===== config.mk =====
export PLATFORM = sky130hd
export DESIGN_NAME = uart_bit_tx_flat
export DESIGN_NICKNAME = d
export VERILOG_FILES = /design/src/rtl/uart_bit_tx_if.sv /design/src/rtl/uart_bit_tx.sv /design/src/flat_wrapper.sv
export SDC_FILE = /design/constraint.sdc
export NUM_CORES = 1
export LEC_CHECK = 0
export CORE_MARGIN = 2
export CORE_UTILIZATION = 35
export DETAILED_ROUTE_END_ITERATION = 16
export PLACE_DENSITY = 0.62
export SYNTH_ARGS = -nofsm -noshare
export SYNTH_HDL_FRONTEND = slang
export SYNTH_SLANG_ARGS = --single-unit
export TNS_END_PERCENT = 10

===== constraint.sdc =====
create_clock -name clk -period 4.6 [get_ports clk]
set_input_delay 0.92 -clock clk [delete_from_list [all_inputs] [get_ports clk]]
set_output_delay 0.92 -clock clk [all_outputs]
set_load 0.005 [all_outputs]

===== src/rtl/uart_bit_tx_if.sv =====
// rtl/uart_bit_tx_if.sv - parallel-word handshake and serial line bundle for uart_bit_tx
interface uart_bit_tx_if #(
    parameter int packetSize = 4
);
    logic [packetSize-1:0] dIn;
    logic                  send;
    logic                  ready;
    logic                  txOut;
    logic                  done;
    logic                  HERE;

    modport master (
        output dIn,
        output send,
        input  ready,
        input  txOut,
        input  done,
        input  HERE
    );

    modport slave (
        input  dIn,
        input  send,
        output ready,
        output txOut,
        output done,
        output HERE
    );
endinterface


===== src/rtl/uart_bit_tx.sv =====
// rtl/uart_bit_tx.sv - UART transmitter: start, LSB-first data, optional even parity, stop
// Optional parity bit compiled in with UART_TX_PARITY_EN.
module uart_bit_tx #(
    parameter int packetSize = 4,
    parameter int cycleDiv   = 100
) (
    input  logic         clk,
    input  logic         rst,
    uart_bit_tx_if.slave bus
);
    localparam int CW = $clog2(cycleDiv);
    localparam int BW = $clog2(packetSize + 1);
    localparam logic [CW-1:0] CNT_LAST = CW'(cycleDiv - 1);
    localparam logic [BW-1:0] BIT_LAST = BW'(packetSize - 1);

`ifdef UART_TX_PARITY_EN
    typedef enum logic [2:0] {S_IDLE, S_START, S_DATA, S_PARITY, S_STOP} state_t;
`else
    typedef enum logic [2:0] {S_IDLE, S_START, S_DATA, S_STOP} state_t;
`endif

    state_t                state, state_n;
    logic [CW-1:0]         cnt, cnt_n;
    logic [BW-1:0]         bitcnt, bitcnt_n;
    logic [packetSize-1:0] shreg, shreg_n;
    logic                  bit_end;
    logic                  tx_q, tx_n;
    logic                  ready_q, ready_n;
    logic                  done_q, done_n;
    logic                  here_q, here_n;
`ifdef UART_TX_PARITY_EN
    logic                  par, par_n;
`endif

    // Outputs are registered from next-state values so they line up with the state they describe.
    always_ff @(posedge clk) begin
        if (rst) begin
            state   <= S_IDLE;
            cnt     <= '0;
            bitcnt  <= '0;
            shreg   <= '0;
            tx_q    <= 1'b1;
            ready_q <= 1'b1;
            done_q  <= 1'b0;
            here_q  <= 1'b0;
`ifdef UART_TX_PARITY_EN
            par     <= 1'b0;
`endif
        end else begin
            state   <= state_n;
            cnt     <= cnt_n;
            bitcnt  <= bitcnt_n;
            shreg   <= shreg_n;
            tx_q    <= tx_n;
            ready_q <= ready_n;
            done_q  <= done_n;
            here_q  <= here_n;
`ifdef UART_TX_PARITY_EN
            par     <= par_n;
`endif
        end
    end

    always_comb begin
        state_n  = state;
        cnt_n    = cnt;
        bitcnt_n = bitcnt;
        shreg_n  = shreg;
`ifdef UART_TX_PARITY_EN
        par_n    = par;
`endif
        bit_end  = (cnt == CNT_LAST);
        if (state != S_IDLE) begin
            cnt_n = bit_end ? '0 : cnt + 1'b1;
        end
        case (state)
            S_IDLE: begin
                if (bus.send) begin
                    state_n = S_START;
                    cnt_n   = '0;
                    shreg_n = bus.dIn;
`ifdef UART_TX_PARITY_EN
                    par_n   = ^bus.dIn;
`endif
                end
            end
            S_START: begin
                if (bit_end) state_n = S_DATA;
            end
            S_DATA: begin
                if (bit_end) begin
                    shreg_n = shreg >> 1;
                    if (bitcnt == BIT_LAST) begin
                        bitcnt_n = '0;
`ifdef UART_TX_PARITY_EN
                        state_n  = S_PARITY;
`else
                        state_n  = S_STOP;
`endif
                    end else begin
                        bitcnt_n = bitcnt + 1'b1;
                    end
                end
            end
`ifdef UART_TX_PARITY_EN
            S_PARITY: begin
                if (bit_end) state_n = S_STOP;
            end
`endif
            S_STOP: begin
                if (bit_end) state_n = S_IDLE;
            end
            default: state_n = S_IDLE;
        endcase
    end

    always_comb begin
        tx_n = 1'b1;
        case (state_n)
            S_START:  tx_n = 1'b0;
            S_DATA:   tx_n = shreg_n[0];
`ifdef UART_TX_PARITY_EN
            S_PARITY: tx_n = par_n;
`endif
            default:  tx_n = 1'b1;
        endcase
        ready_n = (state_n == S_IDLE);
        done_n  = (state_n == S_STOP) && (cnt_n == CNT_LAST);
        here_n  = (state_n != S_IDLE) && (cnt_n == '0);
    end

    assign bus.txOut = tx_q;
    assign bus.ready = ready_q;
    assign bus.done  = done_q;
    assign bus.HERE  = here_q;
endmodule


===== src/flat_wrapper.sv =====
// flat-port wrapper written by rule: the top's interface ports become plain ports
module uart_bit_tx_flat 
#(
    parameter int packetSize = 4,
    parameter int cycleDiv   = 100
)
  (clk, rst, bus_dIn, bus_send, bus_ready, bus_txOut, bus_done, bus_HERE);
  uart_bit_tx_if #(.packetSize(packetSize)) bus_i ();
  input  logic clk;
  input  logic rst;
  input wire logic [$bits(bus_i.dIn)-1:0] bus_dIn;
  input wire logic [$bits(bus_i.send)-1:0] bus_send;
  output wire logic [$bits(bus_i.ready)-1:0] bus_ready;
  output wire logic [$bits(bus_i.txOut)-1:0] bus_txOut;
  output wire logic [$bits(bus_i.done)-1:0] bus_done;
  output wire logic [$bits(bus_i.HERE)-1:0] bus_HERE;
  assign bus_i.dIn = bus_dIn;
  assign bus_i.send = bus_send;
  assign bus_ready = bus_i.ready;
  assign bus_txOut = bus_i.txOut;
  assign bus_done = bus_i.done;
  assign bus_HERE = bus_i.HERE;
  uart_bit_tx #(.packetSize(packetSize), .cycleDiv(cycleDiv)) u_core (.clk(clk), .rst(rst), .bus(bus_i));
endmodule

==> run summary, run 1 <==
status - finished clean
CP Capture Point - u_core.bus.HERE
Worst R2R Start - u_core.cnt[0]
leading area contributor after synthesis - dfxtp_1
DP Cell Count - 152
Initial Util - 37.5%
Post-Route Skew - 0.00411 ns
worst reg2reg path depth - 6
core area - 0.00283 mm^2
fin nets - 135
die width - 59.1 um
number of diodes - 0
VDD IR max - 0.138 mV
most common library cells after synthesis - 21 x dfxtp_1, 17 x nor2_1, 6 x a21oi_1
Highest Clock Rate - 410 MHz
CP Capture Type - flip-flop
synthesized netlist cell count - 117
H-tree depth - 1
most numerous cell in the Yosys netlist - dfxtp_1
CTS sink cnt - 21
Syn-to-layout area delta - 12.1%
Power Total - 0.319 mW
Post-route DRC - 0
Worst-path clk slew - 0.12 ns
vias in the first global route - 820
via count - 883
Total Wirelength - 2140 um
total negative setup slack - 0 ns
Skew-Pair Late Insertion Delay - 0.31 ns
Post-CTS Setup Bufs - 0
period utilization - 53.0%
Via density - 5.66
crit-path cells - clkdlybuf4s50_1 -> or4_4 -> o21ai_2 -> a2bb2oi_2 -> and4_1 -> and4_1
synthesized flop and latch total - 21
Placement Cell Area - 0.00116 mm^2
worst hold start - u_core.bitcnt[2]
Reg-to-Reg End - u_core.bus.txOut
DRT Pass-1 Iters - 4
drt initial violations - 22
die height - 59.1 um
r2r setup slk - 2.52 ns
cts repair resizes - 0
total CTS buffers - 3
Final Instance Area - 0.00119 mm^2
Post-Syn Area - 0.00106 mm^2
Startpoint Class - input port
DIE AREA - 0.00349 mm^2
register area share after synthesis - 39.6%
max-slew violations - 0
worst stage delay on the critical path - 0.61 ns
async set-reset flop share out of synthesis - 0%
I/O Buffers - 10
antenna violations before repair - 0
Place WS - 1.87 ns
syn nets - 126
Slew @ Worst Pin - 0.705 ns
Syn Area/Cell - 9.08 um^2
CTS tree - done
CP required - 4.81 ns
largest net degree at the start of global routing - 17
Critical Path AT - 2.65 ns
buffer depth of the longest clock path - 2
Core Util, Final - 42.1%
top post-synthesis cells by area - dfxtp_1 40%, nor2_1 6.0%, nor2b_1 2.9%
share of cells above drive strength 1 - 10.4%
hold_ws - 0.462 ns
Hold Path Class - flip-flop to flip-flop
Final Hold Fails - 0
Post-synth EDFFs - 0
Rel. slew slack - 52.4%
Synth warnings - 0
synth unique cells - 47
Final Setup Violations - 0
crit path max fanout - 8
GRT Util Overall - 13.7%
Detailed Place HPWL - 1550 um
I/O pin cnt - 11
pwr dens - 268 mW/mm^2
top-area cell type share of the netlist area - 39.6%
CTS Hold Buffers Added - 0
DR WL/cell - 13.7 um
fin cells - 156
final worst slack - 2.16 ns
DRT antenna net count - 0
global-route wire length before repair - 3570 um
RSZ-0062 raised after global routing - no
Crit path top cell by count - and4_1
row cnt - 19
Max Cap Violations - 0
fin crit period - 2.44 ns
Setup Crit Path Kind - input port to flip-flop
Root Driver - clkbuf_4
CP startpoint - bus_send
Placer Congestion - 0.840
Slowest-stage cell, CP - or4_4
total gr overflow - 0
top_reg_cell synth - dfxtp_1
Lkg Pwr - 0.420 nW
==> power breakdown <==
part	total [mW]	switching, mW	internal, mW
Combinational	0.0357	0.0172	0.0186
Clock	0.0915	0.0591	0.0325
Sequential	0.192	0.00489	0.187
Total	0.319	0.0811	0.238
==> sequential cells by signal, summed over array words and instances (netlist names) <==
| name | cells |
|---|---|
| u_core.cnt | 7 |
| u_core.bitcnt | 3 |
| u_core.state | 3 |
| u_core.bus.done | 1 |
| u_core.bus.ready | 1 |
| u_core.bus.HERE | 1 |
| u_core.shreg | 4 |
| u_core.bus.txOut | 1 |
==> cell usage in the layout, fill, tap and decap left out, drive strengths merged <==
cell and n:
a21o 1, o21ai 3, a311o 1, nor4 3, o211ai 1, xor2 2, mux2i 3, and4 2
a22oi 1, nor2b 5, and2 1, a31oi 3, clkinv 1, nand3 4, nand4 1, dfxtp 21
a21oi 6, nand2b 4, nand4b 2, nor3 3, o21a 1, clkbuf 3, or2b 1, o22ai 2
nand2 5, o311ai 1, and4b 1, o31ai 1, a222oi 2, or2 1, or4 2, and3 1
ha 2, a2bb2oi 2, nor3b 1, nand3b 2, conb 1, a21boi 1, nor2 17, clkdlybuf4s50 10
==> layer usage <==
| layer | up-vias | wire, um | track usage [%] |
|---|---|---|---|
| li1 | 447 | - | - |
| met1 | 415 | 1110 | 18.3 |
| met2 | 17 | 927 | 21.1 |
| met3 | 4 | 54 | 1.31 |
| met4 | 0 | 50 | 8.77 |
| met5 | - | 0 | 0 |
==> how the worst min path moves through the flow <==
stage / endpoint / depth (start not counted)
3_3_place_gp: u_core.bitcnt[2] / 2
6_report: u_core.bitcnt[2] / 2
5_1_grt: u_core.bitcnt[2] / 2
3_5_place_dp: u_core.bitcnt[2] / 2
2_1_floorplan: u_core.bitcnt[2] / 2
4_1_cts: u_core.bitcnt[2] / 2
==> worst max-delay path: cells and delay by family <==
kind                   cells  cell delay [ns]
AND/OR/NAND/NOR            3             1.03
AO/OA/AOI/OAI              2             0.16
buffers and inverters      1             0.54
==> final cells by class <==
type                            instances  area (um^2)
Clock buffer                            3         22.5
Multi-Input combinational cell         90          604
Timing Repair Buffer                   10          100
Clock inverter                          1         5.00
Sequential cell                        21          420
Tap cell                               31         38.8
Fill cell                             290         1640
==> cell families after synthesis <==
group | synth area share (%)
flops | 39.6
buf+inv | 3.53
simple gates | 30.9
mux | 2.83
xor+xnor | 1.65
compound gates | 18.8
fa+ha+maj | 2.36
other cells | 0.353
(Power assumes the default switching activity.)
==> run 2: changes to the inputs <==
==> constraint.sdc (replaced) <==
create_clock -name clk -period 2.25 [get_ports clk]
set_input_delay 0.45 -clock clk [delete_from_list [all_inputs] [get_ports clk]]
set_output_delay 0.45 -clock clk [all_outputs]
set_load 0.005 [all_outputs]
==> run summary, run 2 (synthesized netlist as in run 1, its figures left out) <==
CTS tree - done
Highest Clock Rate - 532 MHz
I/O Buffers - 10
register with the most flip-flops - u_core.cnt
Skew-Pair Late Insertion Delay - 0.31 ns
Root Driver - clkbuf_4
CTS Hold Buffers Added - 0
total gr overflow - 0
antenna violations before repair - 0
Worst-path clk slew - 0.12 ns
worst stage delay on the critical path - 0.41 ns
max-slew violations - 0
Initial Util - 37.5%
Final Hold Fails - 0
die width - 59.1 um
Via density - 5.66
status - finished clean
commonest non-fill, non-tap cell in the layout - dfxtp_1
buffer depth of the longest clock path - 2
worst reg2reg path depth - 6
DRT Pass-1 Iters - 4
Post-Route Skew - 0.00947 ns
Post-route DRC - 0
share of cells above drive strength 1 - 14.5%
CTS sink cnt - 21
I/O pin cnt - 11
fin crit period - 1.88 ns
H-tree depth - 1
Lkg Pwr - 0.449 nW
Critical Path AT - 2.09 ns
drt initial violations - 37
Worst R2R Start - u_core.cnt[0]
row cnt - 19
Setup Crit Path Kind - flip-flop to flip-flop
global-route wire length before repair - 3730 um
Detailed Place HPWL - 1600 um
die height - 59.1 um
crit path max fanout - 6
number of diodes - 0
cts repair resizes - 0
hold_ws - 0.461 ns
hold path depth - 2
Max Cap Violations - 0
Total Wirelength - 2160 um
via count - 917
pwr dens - 529 mW/mm^2
period utilization - 83.6%
most frequent cells in the layout - 21 x dfxtp_1, 17 x nor2_1, 10 x clkdlybuf4s50_1, 6 x a21oi_1, 6 x buf_4
total CTS buffers - 3
CP required - 2.46 ns
Placer Congestion - 0.806
GRT Util Overall - 14.0%
Slowest-stage cell, CP - dfxtp_1
DR WL/cell - 13.3 um
total negative setup slack - 0 ns
final worst slack - 0.370 ns
hold path endpoint - u_core.bitcnt[2]
fin cells - 162
worst hold start - u_core.bitcnt[2]
DP Cell Count - 158
Place WS - 0.104 ns
Post-CTS Setup Bufs - 0
Final Setup Violations - 0
CP startpoint - u_core.cnt[0]
RSZ-0062 raised after global routing - no
Hold Path Class - flip-flop to flip-flop
vias in the first global route - 857
CP Capture Type - flip-flop
core area - 0.00283 mm^2
max reg flops - 7
Startpoint Class - flip-flop
DIE AREA - 0.00349 mm^2
VDD IR max - 0.269 mV
Top Registers - u_core.cnt x7, u_core.shreg x4
crit-path cells - ha_1 -> nand4b_1 -> nor3_2 -> and3_1 -> a21oi_1 -> a311o_1
Syn-to-layout area delta - 16.4%
r2r setup slk - 0.37 ns
fin nets - 141
Reg-to-Reg End - u_core.bus.txOut
DRT antenna net count - 0
largest net degree at the start of global routing - 16
## run 2: changes by cell type in the layout (fill, tap and decap cells not counted), sizes merged
| cell | before | now |
|---|---|---|
| buf | 0 | 6 |
## run 2: area by class of cell
cell class | count | area, um^2
clock buffer | 3 | 22.5
tap | 31 | 38.8
sequential | 21 | 420
timing repair buffer | 16 | 145
clock inverter | 1 | 5.00
multi-input combinational | 90 | 604
fill | 269 | 1590
## run 2: metal layers
metal / up-vias / GRT usage, % / wire length, um
li1: 462 / - / -
met1: 427 / 19.1 / 1080
met2: 24 / 21.6 / 954
met3: 4 / 1.31 / 79
met4: 0 / 7.79 / 45
met5: - / 0 / 0
## run 2: worst max path at each step
stage | to | slack, ns | depth (start not counted)
final | u_core.bus.txOut | 0.37 | 6
after global routing | u_core.bus.txOut | 0.21 | 6
after CTS | u_core.bus.txOut | 0.37 | 6
after detailed placement | u_core.bus.HERE | 0.10 | 6
after global placement | u_core.bus.HERE | 0.12 | 6
after floorplan | u_core.bus.txOut | 0.52 | 7
## run 2: critical path: cells and delay by family, from the launching register on
kind | cells | cell delay [ns]
AND/OR/NAND/NOR | 3 | 0.64
AO/OA/AOI/OAI | 2 | 0.44
flip-flops | 1 | 0.41
adder cells (fa/ha/maj) | 1 | 0.30
## run 2: power by group
part	internal (mW)	leakage, nW	total [mW]	switching [mW]
Clock	0.0664	0.0177	0.183	0.117
Sequential	0.382	0.171	0.392	0.0100
Combinational	0.0424	0.260	0.0782	0.0358
## run 2: metrics by stage
step	total power, mW	instance area (um^2)	util (%)
after floorplan	0.447	1060	-
after global placement	0.478	1210	42.7
after detailed placement	0.478	1210	42.7
after CTS	0.666	1240	43.7
after global routing	0.682	1240	43.7
final	0.654	1240	43.7
==> run 3: changes to the inputs <==
==> constraint.sdc (replaced) <==
create_clock -name clk -period 1.9 [get_ports clk]
set_input_delay 0.38 -clock clk [delete_from_list [all_inputs] [get_ports clk]]
set_output_delay 0.38 -clock clk [all_outputs]
set_load 0.005 [all_outputs]
==> run summary, run 3 (synthesized netlist as in run 1, its figures left out) <==
Syn-to-layout area delta - 24.6%
DIE AREA - 0.00349 mm^2
I/O pin cnt - 11
Setup Crit Path Kind - flip-flop to flip-flop
most frequent cells in the layout - 18 x dfxtp_1, 17 x nor2_1, 12 x buf_4, 10 x clkdlybuf4s50_1, 6 x a21oi_1
Detailed Place HPWL - 1780 um
Reg-to-Reg End - u_core.bus.done
Int Power - 0.587 mW
register with the most flip-flops - u_core.cnt
CTS tree - done
Lkg Pwr - 0.470 nW
Placement Cell Area - 0.00125 mm^2
share of cells above drive strength 1 - 24.1%
max reg flops - 7
status - finished clean
I/O Buffers - 10
CTS sink cnt - 21
Startpoint Class - flip-flop
Critical Path AT - 2.03 ns
CP required - 2.11 ns
CP Capture Type - flip-flop
H-tree depth - 1
Skew-Pair Late Insertion Delay - 0.31 ns
largest net degree at the start of global routing - 16
final worst slack - 0.0845 ns
buffer depth of the longest clock path - 2
max-slew violations - 0
Post-Route Skew - 0.00702 ns
Worst R2R Start - u_core.cnt[3]
Sw Pwr - 0.203 mW
Highest Clock Rate - 551 MHz
Sequential Power Share - 58.9%
Root Driver - clkbuf_4
multi-input logic area - 641 um^2
Final Instance Area - 0.00132 mm^2
total gr overflow - 0
row cnt - 19
hold path depth - 2
DRT antenna net count - 0
Final Hold Fails - 0
Comb power frac - 13.0%
commonest non-fill, non-tap cell in the layout - dfxtp_1
die height - 59.1 um
total CTS buffers - 3
global-route wire length before repair - 4060 um
Worst-path clk slew - 0.13 ns
Hold Path Class - flip-flop to flip-flop
Switching Share - 25.7%
DR WL/cell - 14.8 um
Place WS - -0.158 ns
Max Cap Violations - 0
core area - 0.00283 mm^2
fin nets - 147
vias in the first global route - 870
period utilization - 95.6%
pwr dens - 597 mW/mm^2
Final Setup Violations - 0
VDD IR max - 0.331 mV
RSZ-0062 raised after global routing - no
Placer Congestion - 0.812
Via density - 5.60
Top Registers - u_core.cnt x7, u_core.shreg x4
number of diodes - 0
antenna violations before repair - 0
die width - 59.1 um
worst hold start - u_core.bitcnt[2]
crit path max fanout - 7
r2r setup slk - 0.08 ns
drt initial violations - 41
Power Total - 0.790 mW
Post-CTS Setup Bufs - 0
Clock power frac - 28.1%
via count - 940
DRT Pass-1 Iters - 4
worst reg2reg path depth - 5
filler cell count - 275
area occupied by registers - 427 um^2
Initial Util - 37.5%
Post-route DRC - 0
hold path endpoint - u_core.bitcnt[2]
Total Wirelength - 2480 um
GRT Util Overall - 15.5%
fin crit period - 1.82 ns
run 3: power by group through the flow:
stage	Sequential (mW)	Combinational [mW]	Clock, mW
finish	0.466	0.103	0.222
global route	0.468	0.114	0.247
CTS	0.464	0.100	0.232
detailed placement	0.474	0.0990	0
global placement	0.473	0.0983	0
floorplan	0.469	0.0602	0
run 3: critical path, stage by stage (launching register included):
cell	delay (ns)
dfxtp_1	0.56
nand3_1	0.20
or4_1	0.45
o211ai_2	0.12
nand3_1	0.12
nor4_2	0.28
run 3: worst max path at each step:
stage / from / end / slack, ns / cells after the start
final: u_core.cnt[3] / u_core.bus.done / 0.08 / 5
after global routing: u_core.cnt[3] / u_core.bus.done / 0.006 / 5
after CTS: u_core.cnt[1] / u_core.bus.done / 0.001 / 7
after detailed placement: bus_send / u_core.bus.done / -0.16 / 5
after global placement: bus_send / u_core.bus.done / -0.17 / 5
after floorplan: u_core.cnt[0] / u_core.bus.txOut / 0.17 / 7
run 3: through the flow:
stage	cells	util (%)	hold slack [ns]	TNS, ns
2_1_floorplan	117	-	0.426	0
3_3_place_gp	164	44.3	0.435	-0.274
5_1_grt	168	46.8	0.482	0
3_5_place_dp	164	44.3	0.445	-0.298
6_report	168	46.8	0.463	0
4_1_cts	168	45.5	0.463	0
run 3: layout make-up:
class / instances / area share [%]
clock buffer: 3 / 1.70
clock inverter: 1 / 0.378
multi-input combinational: 90 / 48.4
sequential: 21 / 32.2
tap: 31 / 2.93
timing repair buffer: 22 / 14.4
run 3: what timing repair did:
item,in CTS,in global routing
hold buffers,0,0
setup endpoints to repair,1,5
pin swaps,0,3
gates resized for setup,1,10
cloned,0,0
hold endpoints to repair,0,0
run 3: routing by layer:
| layer | part of all wire, % | track usage (%) | up-vias |
|---|---|---|---|
| li1 | - | - | 471 |
| met3 | 5.2 | 4.80 | 2 |
| met2 | 45 | 22.7 | 25 |
| met5 | 0 | 0 | - |
| met1 | 49 | 21.5 | 442 |
| met4 | 1.1 | 5.19 | 0 |
